[config.mk]
export PLATFORM = sky130hd
export DESIGN_NAME = acc_drain_packer_flat
export DESIGN_NICKNAME = d
export VERILOG_FILES = /design/src/rtl/acc_drain_packer_if.sv /design/src/rtl/acc_drain_packer.sv /design/src/flat_wrapper.sv
export SDC_FILE = /design/constraint.sdc
export NUM_CORES = 1
export LEC_CHECK = 0
export CAP_MARGIN = 20
export CORE_ASPECT_RATIO = 1.2
export CORE_MARGIN = 4
export CORE_UTILIZATION = 45
export DETAILED_ROUTE_END_ITERATION = 8
export PLACE_DENSITY = 0.75
export SYNTH_ARGS = -nofsm -noshare
export SYNTH_HDL_FRONTEND = slang
export SYNTH_SLANG_ARGS = --single-unit
[constraint.sdc]
create_clock -name clk -period 5.07 [get_ports clk]
set_input_delay 0.7605 -clock clk [delete_from_list [all_inputs] [get_ports clk]]
set_output_delay 0.7605 -clock clk [all_outputs]
set_load 0.005 [all_outputs]
[src/rtl/acc_drain_packer_if.sv]
// Output word stream of acc_drain_packer toward the DMA/BRAM writer.
// Handshake: a word transfers on a rising edge where out_valid && out_ready; once out_valid rises, it and out_data/out_last hold until that transfer.
interface acc_drain_packer_if #(
  parameter int OUT_WIDTH = 64
);
  logic                 out_valid;
  logic                 out_ready;
  logic [OUT_WIDTH-1:0] out_data;
  logic                 out_last;

  modport master (output out_valid, output out_data, output out_last, input out_ready);
  modport slave  (input out_valid, input out_data, input out_last, output out_ready);
endinterface

[src/rtl/acc_drain_packer.sv]
// Drains accumulator rows one at a time and packs valid columns into OUT_WIDTH-bit stream words.
// Optional feature macro ACC_DRAIN_RELU_EN: clamp negative captured lanes to zero before packing.
module acc_drain_packer #(
  parameter int DEPTH      = 8,
  parameter int ARRAY_M    = 8,
  parameter int DATA_WIDTH = 32,
  parameter int OUT_WIDTH  = 64
) (
  input  logic                          clk,
  input  logic                          reset,
  input  logic                          start,
  input  logic [$clog2(DEPTH):0]        num_rows,
  input  logic [$clog2(ARRAY_M):0]      num_cols,
  input  logic [ARRAY_M*DATA_WIDTH-1:0] acc_in,
  output logic                          drain,
  output logic                          busy,
  output logic                          done,
  output logic [2:0]                    state_dbg,
  acc_drain_packer_if.master            out_if
);
  localparam int LANES = OUT_WIDTH / DATA_WIDTH;
  localparam int RW    = $clog2(DEPTH) + 1;
  localparam int CW    = $clog2(ARRAY_M) + 1;
  localparam int MAXW  = (ARRAY_M + LANES - 1) / LANES;
  localparam int WW    = $clog2(MAXW) + 1;

  typedef enum logic [2:0] {
    S_IDLE    = 3'd0,
    S_ISSUE   = 3'd1,
    S_CAPTURE = 3'd2,
    S_SEND    = 3'd3,
    S_DONE    = 3'd4
  } state_t;

  state_t                        state, state_nxt;
  logic [RW-1:0]                 rows_q, row_q, rows_cl;
  logic [CW-1:0]                 cols_q, cols_cl;
  logic [WW-1:0]                 word_q, last_word;
  logic [CW:0]                   words_sum;
  logic [ARRAY_M*DATA_WIDTH-1:0] row_buf, row_cap;
  logic                          accept, word_end, row_end;
  int                            col;

  assign state_dbg = state;
  assign rows_cl   = (num_rows > RW'(DEPTH))   ? RW'(DEPTH)   : num_rows;
  assign cols_cl   = (num_cols > CW'(ARRAY_M)) ? CW'(ARRAY_M) : num_cols;
  // Words per row is ceil(cols/LANES); only meaningful once a non-empty tile is latched.
  assign words_sum = {1'b0, cols_q} + (CW+1)'(LANES - 1);
  assign last_word = WW'(words_sum / (CW+1)'(LANES)) - WW'(1);
  assign word_end  = (word_q == last_word);
  assign row_end   = (row_q == rows_q - RW'(1));
  assign accept    = (state == S_SEND) && out_if.out_ready;

  always_comb begin
    row_cap = acc_in;
`ifdef ACC_DRAIN_RELU_EN
    for (int c = 0; c < ARRAY_M; c++) begin
      if (acc_in[c*DATA_WIDTH + DATA_WIDTH - 1]) row_cap[c*DATA_WIDTH +: DATA_WIDTH] = '0;
    end
`endif
  end

  always_ff @(posedge clk or negedge reset) begin
    if (!reset) state <= S_IDLE;
    else        state <= state_nxt;
  end

  always_comb begin
    state_nxt = state;
    case (state)
      S_IDLE:    if (start) state_nxt = (rows_cl == '0 || cols_cl == '0) ? S_DONE : S_ISSUE;
      S_ISSUE:   state_nxt = S_CAPTURE;
      S_CAPTURE: state_nxt = S_SEND;
      S_SEND:    if (accept && word_end) state_nxt = row_end ? S_DONE : S_ISSUE;
      S_DONE:    state_nxt = S_IDLE;
      default:   state_nxt = S_IDLE;
    endcase
  end

  // Tile geometry is frozen at start; a row is buffered only after its previous one fully left.
  always_ff @(posedge clk or negedge reset) begin
    if (!reset) begin
      rows_q  <= '0;
      cols_q  <= '0;
      row_q   <= '0;
      word_q  <= '0;
      row_buf <= '0;
    end else begin
      case (state)
        S_IDLE: if (start) begin
          rows_q <= rows_cl;
          cols_q <= cols_cl;
          row_q  <= '0;
        end
        S_CAPTURE: begin
          row_buf <= row_cap;
          word_q  <= '0;
        end
        S_SEND: if (accept) begin
          if (word_end) begin
            word_q <= '0;
            if (!row_end) row_q <= row_q + RW'(1);
          end else begin
            word_q <= word_q + WW'(1);
          end
        end
        default: ;
      endcase
    end
  end

  always_comb begin
    drain            = (state == S_ISSUE);
    busy             = (state != S_IDLE);
    done             = (state == S_DONE);
    out_if.out_valid = (state == S_SEND);
    out_if.out_last  = (state == S_SEND) && word_end && row_end;
    out_if.out_data  = '0;
    col              = 0;
    if (state == S_SEND) begin
      for (int l = 0; l < LANES; l++) begin
        col = int'(word_q) * LANES + l;
        if (col < int'(cols_q) && col < ARRAY_M)
          out_if.out_data[l*DATA_WIDTH +: DATA_WIDTH] = row_buf[col*DATA_WIDTH +: DATA_WIDTH];
      end
    end
  end
endmodule

[src/flat_wrapper.sv]
// flat-port wrapper written by rule: the top's interface ports become plain ports
module acc_drain_packer_flat 
#(
  parameter int DEPTH      = 8,
  parameter int ARRAY_M    = 8,
  parameter int DATA_WIDTH = 32,
  parameter int OUT_WIDTH  = 64
)
  (clk, reset, start, num_rows, num_cols, acc_in, drain, busy, done, state_dbg, out_if_out_valid, out_if_out_data, out_if_out_last, out_if_out_ready);
  acc_drain_packer_if #(.OUT_WIDTH(OUT_WIDTH)) out_if_i ();
  input  logic clk;
  input  logic reset;
  input  logic start;
  input  logic [$clog2(DEPTH):0] num_rows;
  input  logic [$clog2(ARRAY_M):0] num_cols;
  input  logic [ARRAY_M*DATA_WIDTH-1:0] acc_in;
  output logic drain;
  output logic busy;
  output logic done;
  output logic [2:0] state_dbg;
  output wire logic [$bits(out_if_i.out_valid)-1:0] out_if_out_valid;
  output wire logic [$bits(out_if_i.out_data)-1:0] out_if_out_data;
  output wire logic [$bits(out_if_i.out_last)-1:0] out_if_out_last;
  input wire logic [$bits(out_if_i.out_ready)-1:0] out_if_out_ready;
  assign out_if_out_valid = out_if_i.out_valid;
  assign out_if_out_data = out_if_i.out_data;
  assign out_if_out_last = out_if_i.out_last;
  assign out_if_i.out_ready = out_if_out_ready;
  acc_drain_packer #(.DEPTH(DEPTH), .ARRAY_M(ARRAY_M), .DATA_WIDTH(DATA_WIDTH), .OUT_WIDTH(OUT_WIDTH)) u_core (.clk(clk), .reset(reset), .start(start), .num_rows(num_rows), .num_cols(num_cols), .acc_in(acc_in), .drain(drain), .busy(busy), .done(done), .state_dbg(state_dbg), .out_if(out_if_i));
endmodule
==> results list, run 1 <==
- The initial utilization of the core area, before any placement, comes to 46.0%.
* Fraction of layout instances using a drive strength above 1: 33.2%
- Switching part of the total power: 30.0%
- Dividing total power by cell area gives a power density of 639 mW/mm².
- Leaving out fill and tap cells, the most frequent cell in the layout is clkdlybuf4s50_1.
- After filler insertion, the fill cell instance count of the layout stands at 2128.
* Prevailing post-synth register cell: dfrtp_1
- Floorplan die height: 191 µm
- The cell count after synthesis came out at 816.
- Count of different cell masters after synthesis: 47
- Once detail routing completed, the nets flagged for antenna violations numbered 0.
- Setup repair after global routing left no endpoint under its margin.
- CTS Root Cell: clkbuf_16
- Across the run, the number of max-cap violations was 0.
* Grt ovf: 0
- Sequential element share of the synthesized area: 54.5%
* Post-cts sizing count: 0
* Total Wirelength: 31200 µm
* Final critical-path share of the clock period: 80.9%
* Ys async rst share: 100%
- Standard-cell rows: 66
- After clock tree synthesis, the clock-pin slew on the worst setup and hold paths is 0.06 ns.
- After detailed routing, the number of vias per cell comes to 5.13.
- Count of buffers added by post-CTS timing repair for setup: 0
* Count of routing violations after the opening detailed-route iteration: 256
- Placed cell count: 1489
* Instance area at placement: 0.0164 mm²
- Chip width: 161 µm
* Post-route non-filler standard cell count: 1550
* First-pass detailed-route iteration total: 4
* H-tree levels: 1
* Via count of the first global-routing pass: 8792
- The final route contains 7947 vias.
* Tmin final: 4.10 ns
- Class of the worst hold path: input pin to asynchronous set/reset pin
- Derived from the worst setup path, the maximum achievable clock frequency is 244 MHz.
- Worst slew pin tran: 1.09 ns
* Count of buffers inserted at the top-level ports: 339
* Part of the power in combinational logic: 45.5%
- Status: complete, no violations
- Total design power: 11100 µW
- Count of final hold-check violations: 0
- Critical Path RT: 4.31 ns
- Average cell area after synthesis: 15.4 µm²
- For this design the total switching power over the nets is 3320 µW.
* Mapped Area: 0.0126 mm²
- Maximum number of pins on one net before global-route repair: 112
- After detailed routing, the number of remaining DRC violations is 0.
* Yosys Warn Count: 0
* Sequential share of power: 35.7%
- Startpoint type of the worst setup path: flip-flop
- The number of nets in the synthesized netlist is 1093.
- Number of synthesized register bits: 274
- Clock latency on the worst-skew pair, taken at its later pin, is 0.54 ns.
- Number of nets in the final layout: 1424
- Of the total power, the clock network draws 18.9%.
- Summed over all cells, the static leakage comes to 0.00681 µW.
* Design internal power: 7760 µW
- Peak supply drop: 0.351 mV
- 340 I/O pins were placed.
* Critical path type: flip-flop to primary output
- Sum of negative setup slack: 0 ns
- Maximum fanout encountered on the critical timing path: 32
* Arrival time at the worst endpoint: 3.34 ns
- After legalization and detailed placement, the total HPWL measured 22100 µm.
- Total routing resource utilization after global routing: 20.0%
- In the layout the commonest cells are 338 x clkdlybuf4s50_1, 272 x dfrtp_1, 258 x mux2_2, 67 x nor2b_1, 64 x mux4_2.
- CTS Buf Count: 29
- The first global-routing pass estimated 48700 µm of wire.
- The number of antenna violations at the first check in global routing is 7.
- Clock tree from TritonCTS: done
- The synthesized design contains 0 enable-type register cells.
* Max-slew headroom at the worst pin: 27.6%
- Clock tree skew after final layout: 0.0129 ns
- Counting along the longest clock path gives a buffer depth of 3.
- Clock tree synthesis found a total of 274 sinks.
- Critical path capture point type: primary output
- The die covers 0.0307 mm².
* Slew Viols, Final: 0
- The region available for standard cell placement spans 0.0273 mm².
- Gp weighted congestion: 0.777
- Setup violations remaining at the end of the flow were counted as 0.
- Summing all non-filler instances in the final layout gives an area of 0.0173 mm².
- Area grow syn2layout: 37.7%
* Mean routed wirelength per cell: 20.2 µm
- In this run, post-CTS hold repair placed 0 buffers.
==> cells in the mapped netlist (2+ instances only) <==
master / number / share of area, %
o21ai_1: 3 / 0.12
nor2b_1: 67 / 3.3
o21ai_0: 8 / 0.32
ha_1: 8 / 0.80
nand2b_1: 8 / 0.40
a21oi_1: 2 / 0.080
nand2_1: 13 / 0.39
clkbuf_1: 16 / 0.48
mux2_2: 258 / 23
inv_1: 9 / 0.27
nor3b_1: 4 / 0.24
nor2_1: 6 / 0.18
xnor2_1: 8 / 0.56
buf_2: 34 / 1.4
dfrtp_1: 274 / 54
buf_1: 2 / 0.060
mux4_2: 64 / 11
nor3_1: 3 / 0.12
==> layer usage <==
layer	part of all wire [%]	GRT usage, %
met2	52	35.5
met1	39	24.0
met4	2.7	6.39
met3	6.3	4.92
met5	0.086	0
==> through the flow <==
stage / setup slack [ns] / utilization [%] / hold WS [ns]
after floorplan: 2.25 / - / 0.465
after global placement: 1.57 / 59.8 / 0.483
after detailed placement: 1.50 / 59.8 / 0.490
after CTS: 0.922 / 63.2 / 0.325
after global routing: 0.729 / 63.4 / 0.327
final: 0.966 / 63.4 / 0.243
==> power groups by stage <==
stage / Sequential, µW / Clock (µW) / Combinational, µW
finish: 3950 / 2090 / 5040
global route: 4100 / 2250 / 5450
CTS: 3960 / 2150 / 5110
detailed placement: 3990 / 0 / 5080
global placement: 3940 / 0 / 4990
floorplan: 3730 / 0 / 3610
==> state kept, by name, indices dropped and copies added, names as in the netlist <==
name	flops
u_core.row_q	4
u_core.cols_q	4
u_core.state_dbg	3
u_core.word_q	3
u_core.row_buf	256
u_core.rows_q	4
==> area by class of cell <==
cell class                 instances  area (µm²)  share of cell area (%)
sequential                       274        6860                    39.6
multi-input combinational        481        5470                    31.6
inverter                           9        33.8                   0.195
timing repair buffer             352        3540                    20.4
antenna                            7        17.5                   0.101
clock buffer                      48         857                    4.95
tap                              374         468                    2.70
clock inverter                     5        78.8                   0.455
==> critical path, cell delays in order, from the launching register on <==
cell and delay (ns):
dfrtp_1 0.42, ha_1 0.33, a2111oi_1 0.77, o21ai_4 0.45
nor2b_1 0.29, clkdlybuf4s50_1 0.54
==> final timing paths <==
kind | startpoint | endpoint | slack, ns | cells after the start
setup / recovery | u_core.word_q[2] | out_if_out_data[62] | 0.97 | 5
hold / removal | reset | u_core.row_buf[47] | 0.24 | 1
setup reg to reg | u_core.word_q[1] | u_core.row_q[2] | 2.39 | 6
hold reg to reg | u_core.row_buf[238] | u_core.row_buf[238] | 0.50 | 1
max in group asynchronous | reset | u_core.row_buf[133] | 3.69 | 2
min in group clk | u_core.row_buf[238] | u_core.row_buf[238] | 0.50 | 1
==> cell families (layout without fill, tap and decap cells) <==
group | after synthesis | count (layout) | synth area share [%]
other | 0 | 7 | 0
buffers and inverters | 61 | 414 | 2.16
AND/OR/NAND/NOR | 114 | 114 | 5.58
adder cells (fa/ha/maj) | 9 | 9 | 0.955
XOR/XNOR | 10 | 10 | 0.806
AO/OA/AOI/OAI | 25 | 25 | 1.38
multiplexers | 323 | 323 | 34.6
flip-flops | 274 | 274 | 54.5
(Power assumes the default switching activity.)
==> run 2, diff against run 1 <==
clock period = 3.9 ns   (was 5.07 ns; I/O delays follow)
==> run 2 against run 1 <==
Die area stayed put. Non-clock buffer count up 1. Power grew 32%. Sequential share of layout area fell by 0.28 points. First-iteration DRC count rose by 14%. Largest power group unchanged.
==> results list, run 2 (synthesis results as in run 1) <==
* Count of routing violations after the opening detailed-route iteration: 291 (+14%)
* Worst r2r src: u_core.cols_q[0]
* Count of buffers inserted at the top-level ports: 339 (unchanged)
* Slew Viols, Final: 0 (unchanged)
- Critical path capture point type: primary output
* Max-slew headroom at the worst pin: 36.1% (+8.5 points)
- Commonest cells after routing, fill and taps aside: 338 x clkdlybuf4s50_1, 272 x dfrtp_1, 258 x mux2_2, 67 x nor2b_1, 64 x mux4_2
- Remaining number of nets flagged by the antenna check after routing: 0 (unchanged)
- The all-layer global routing usage came to 20.0% (+0.047 points).
- Switching part of the total power: 30.1% (+0.11 points)
* Number of cells on the worst reg-to-reg path: 8 (+2)
- Sw power: 4400 µW (+33%)
- Peak supply drop: 0.454 mV (+29%)
- Core occupancy in the finished layout: 63.9% (+0.46 points)
- Standard-cell rows: 66 (unchanged)
* Startpoint type of the worst setup path: flip-flop
- The number of ports placed on the die boundary is 340 (unchanged).
- Total of max-cap violations: 0 (unchanged)
- Count of buffers added by post-CTS timing repair for setup: 0 (unchanged)
- The proportion of power drawn by combinational gates came to 45.6% (about the same).
- The critical path is of the flip-flop to primary output type.
- The proportion of layout cells with a drive suffix above 1 came to 34.1% (+0.94 points).
- The sequential group share of total power came to 34.9% (-0.8 points).
- The clock sink count was 274 (unchanged).
- The cell area power density came to 838 mW/mm² (+31%).
* Area of the die: 0.0307 mm² (unchanged)
- The data arrival time of the worst path was 3.09 ns (-0.25 ns).
* Via count of the first global-routing pass: 8860 (+0.77%)
- The placeable core area came to 0.0273 mm² (unchanged).
* Combined flip-flop and latch cell area: 0.00686 mm² (unchanged)
- Vias post-DR: 8010 (+0.79%)
* Fill count: 2046 (-3.9%)
- Sum of negative setup slack: 0 ns (unchanged)
- The number of non-filler instances in the completed layout was 1552 (+0.13%).
- Final HPWL from detailed placement: 22600 µm (+2.1%)
- The number of nets in the finished design was 1425 (+0.070%).
- Worst slew pin tran: 0.955 ns (-0.131 ns)
- The path class of the tightest hold or removal check is input pin to asynchronous set/reset pin.
- RSZ-0062 raised after global routing: false
- The average detailed-routed wire length per instance came to 20.3 µm (+0.83%).
* Commonest non-fill, non-tap cell in the layout: clkdlybuf4s50_1
* Gp weighted congestion: 0.782 (+0.62%)
- The worst register-to-register path ends at u_core.row_q[2].
* Placed cell count: 1491 (+0.13%)
- The placed instance area is 0.0164 mm² (+0.47%).
- The number of remaining DRC errors came to 0 (unchanged).
- The starting density of the core was 46.0% (unchanged).
* Total Wirelength: 31500 µm (+0.96%)
- Critical Path RT: 3.31 ns (-1.00 ns)
- The number of optimization iterations in the first detailed-route pass was 4 (unchanged).
* Share of power burned in the clock network: 19.6% (+0.7 points)
- Most flop-heavy register: u_core.row_buf
- The die outline height is 191 µm (unchanged).
* H-tree levels: 1 (unchanged)
- Max reg flops: 256 (unchanged)
* Count of final hold-check violations: 0 (unchanged)
- Total design power: 14600 µW (+32%)
- The count of final setup violators is 0 (unchanged).
- DR vias/cell: 5.16 (+0.66%)
- CTS Root Cell: clkbuf_16
- The design internal power was 10200 µW (+32%).
* Finished Cell Area: 0.0175 mm² (+0.72%)
- Subtracting the final worst setup slack from the clock period gives 3.67 ns.
- Clock tree skew after final layout: 0.0119 ns (-0.00100 ns)
- Clock-pin slew on the worst setup and hold paths: 0.06 ns (about the same)
* Register-to-Register Setup Slack: 1.46 ns (-0.93 ns)
- Grt ovf: 0 (unchanged)
* Number of hold buffers added after CTS: 0 (unchanged)
* Final critical-path share of the clock period: 94.2%
- LEAKAGE: 0.00686 µW (+0.77%)
- The pin count of the biggest net entering global routing was 115 (+2.7%).
* Wire length of the first global-routing pass: 48900 µm (+0.40%)
- Status: complete, no violations
* CTS Buf Count: 29 (unchanged)
* Area of combinational cells with multiple inputs: 0.00548 mm² (about the same)
* Antenna violations before repair: 10 (+3)
* Maximum clock path buffer count: 3 (unchanged)
* Clock tree from TritonCTS: done
- Maximum fanout encountered on the critical timing path: 32 (unchanged)
- Relative to the synthesized area, the layout overhead comes to 38.7%.
* Post-cts sizing count: 1 (+1)
* Chip width: 161 µm (unchanged)
- Static timing analysis puts the maximum clock frequency at 272 MHz.
- Clock insertion delay at the later pin of the skew report: 0.54 ns (about the same)
## run 2: power by group through the flow
stage | combinational (µW) | sequential (µW) | clock, µW
6_report | 6670 | 5110 | 2860
5_1_grt | 7210 | 5280 | 3060
4_1_cts | 6780 | 5110 | 2940
3_5_place_dp | 6740 | 5150 | 0
3_3_place_gp | 6600 | 5060 | 0
2_1_floorplan | 4700 | 4850 | 0
## run 2: how the worst max path moves through the flow
stage | start | end | cells past startpoint
floorplan | u_core.word_q[0] | out_if_out_data[10] | 7
global placement | u_core.word_q[2] | out_if_out_data[35] | 5
detailed placement | u_core.word_q[2] | out_if_out_data[35] | 5
CTS | u_core.word_q[2] | out_if_out_data[35] | 5
global route | u_core.word_q[2] | out_if_out_data[40] | 5
finish | u_core.word_q[2] | out_if_out_data[40] | 5
## run 2: metrics by stage
stage / hold WS [ns] / setup WS (ns)
CTS: 0.150 / 0.191
finish: 0.105 / 0.227
floorplan: 0.289 / 1.25
global placement: 0.483 / 0.605
detailed placement: 0.491 / 0.503
global route: 0.168 / 0.0705
## run 2: final cells by class
type	instances	share of cell area [%]
clock buffers	38	4.69
flip-flops and latches	274	39.3
multi-input cells	481	31.4
repair buffers	353	20.6
diodes	9	0.129
well taps	374	2.68
clock inverters	14	1.04
inverters	9	0.194
## run 2: worst max-delay path: stages (launching register included)
cell and delay (ns):
dfrtp_1 0.43, ha_1 0.34, a2111oi_2 0.57, o21ai_4 0.39, nor2b_1 0.26, clkdlybuf4s50_1 0.53
## run 2: per-layer routing
metal	vias to the layer above	GRT usage, %	part of all wire, %
li1	3666	-	-
met1	4044	24.0	38
met2	236	35.2	52
met3	62	4.81	6.2
met4	2	7.61	3.2
met5	-	0	0.041
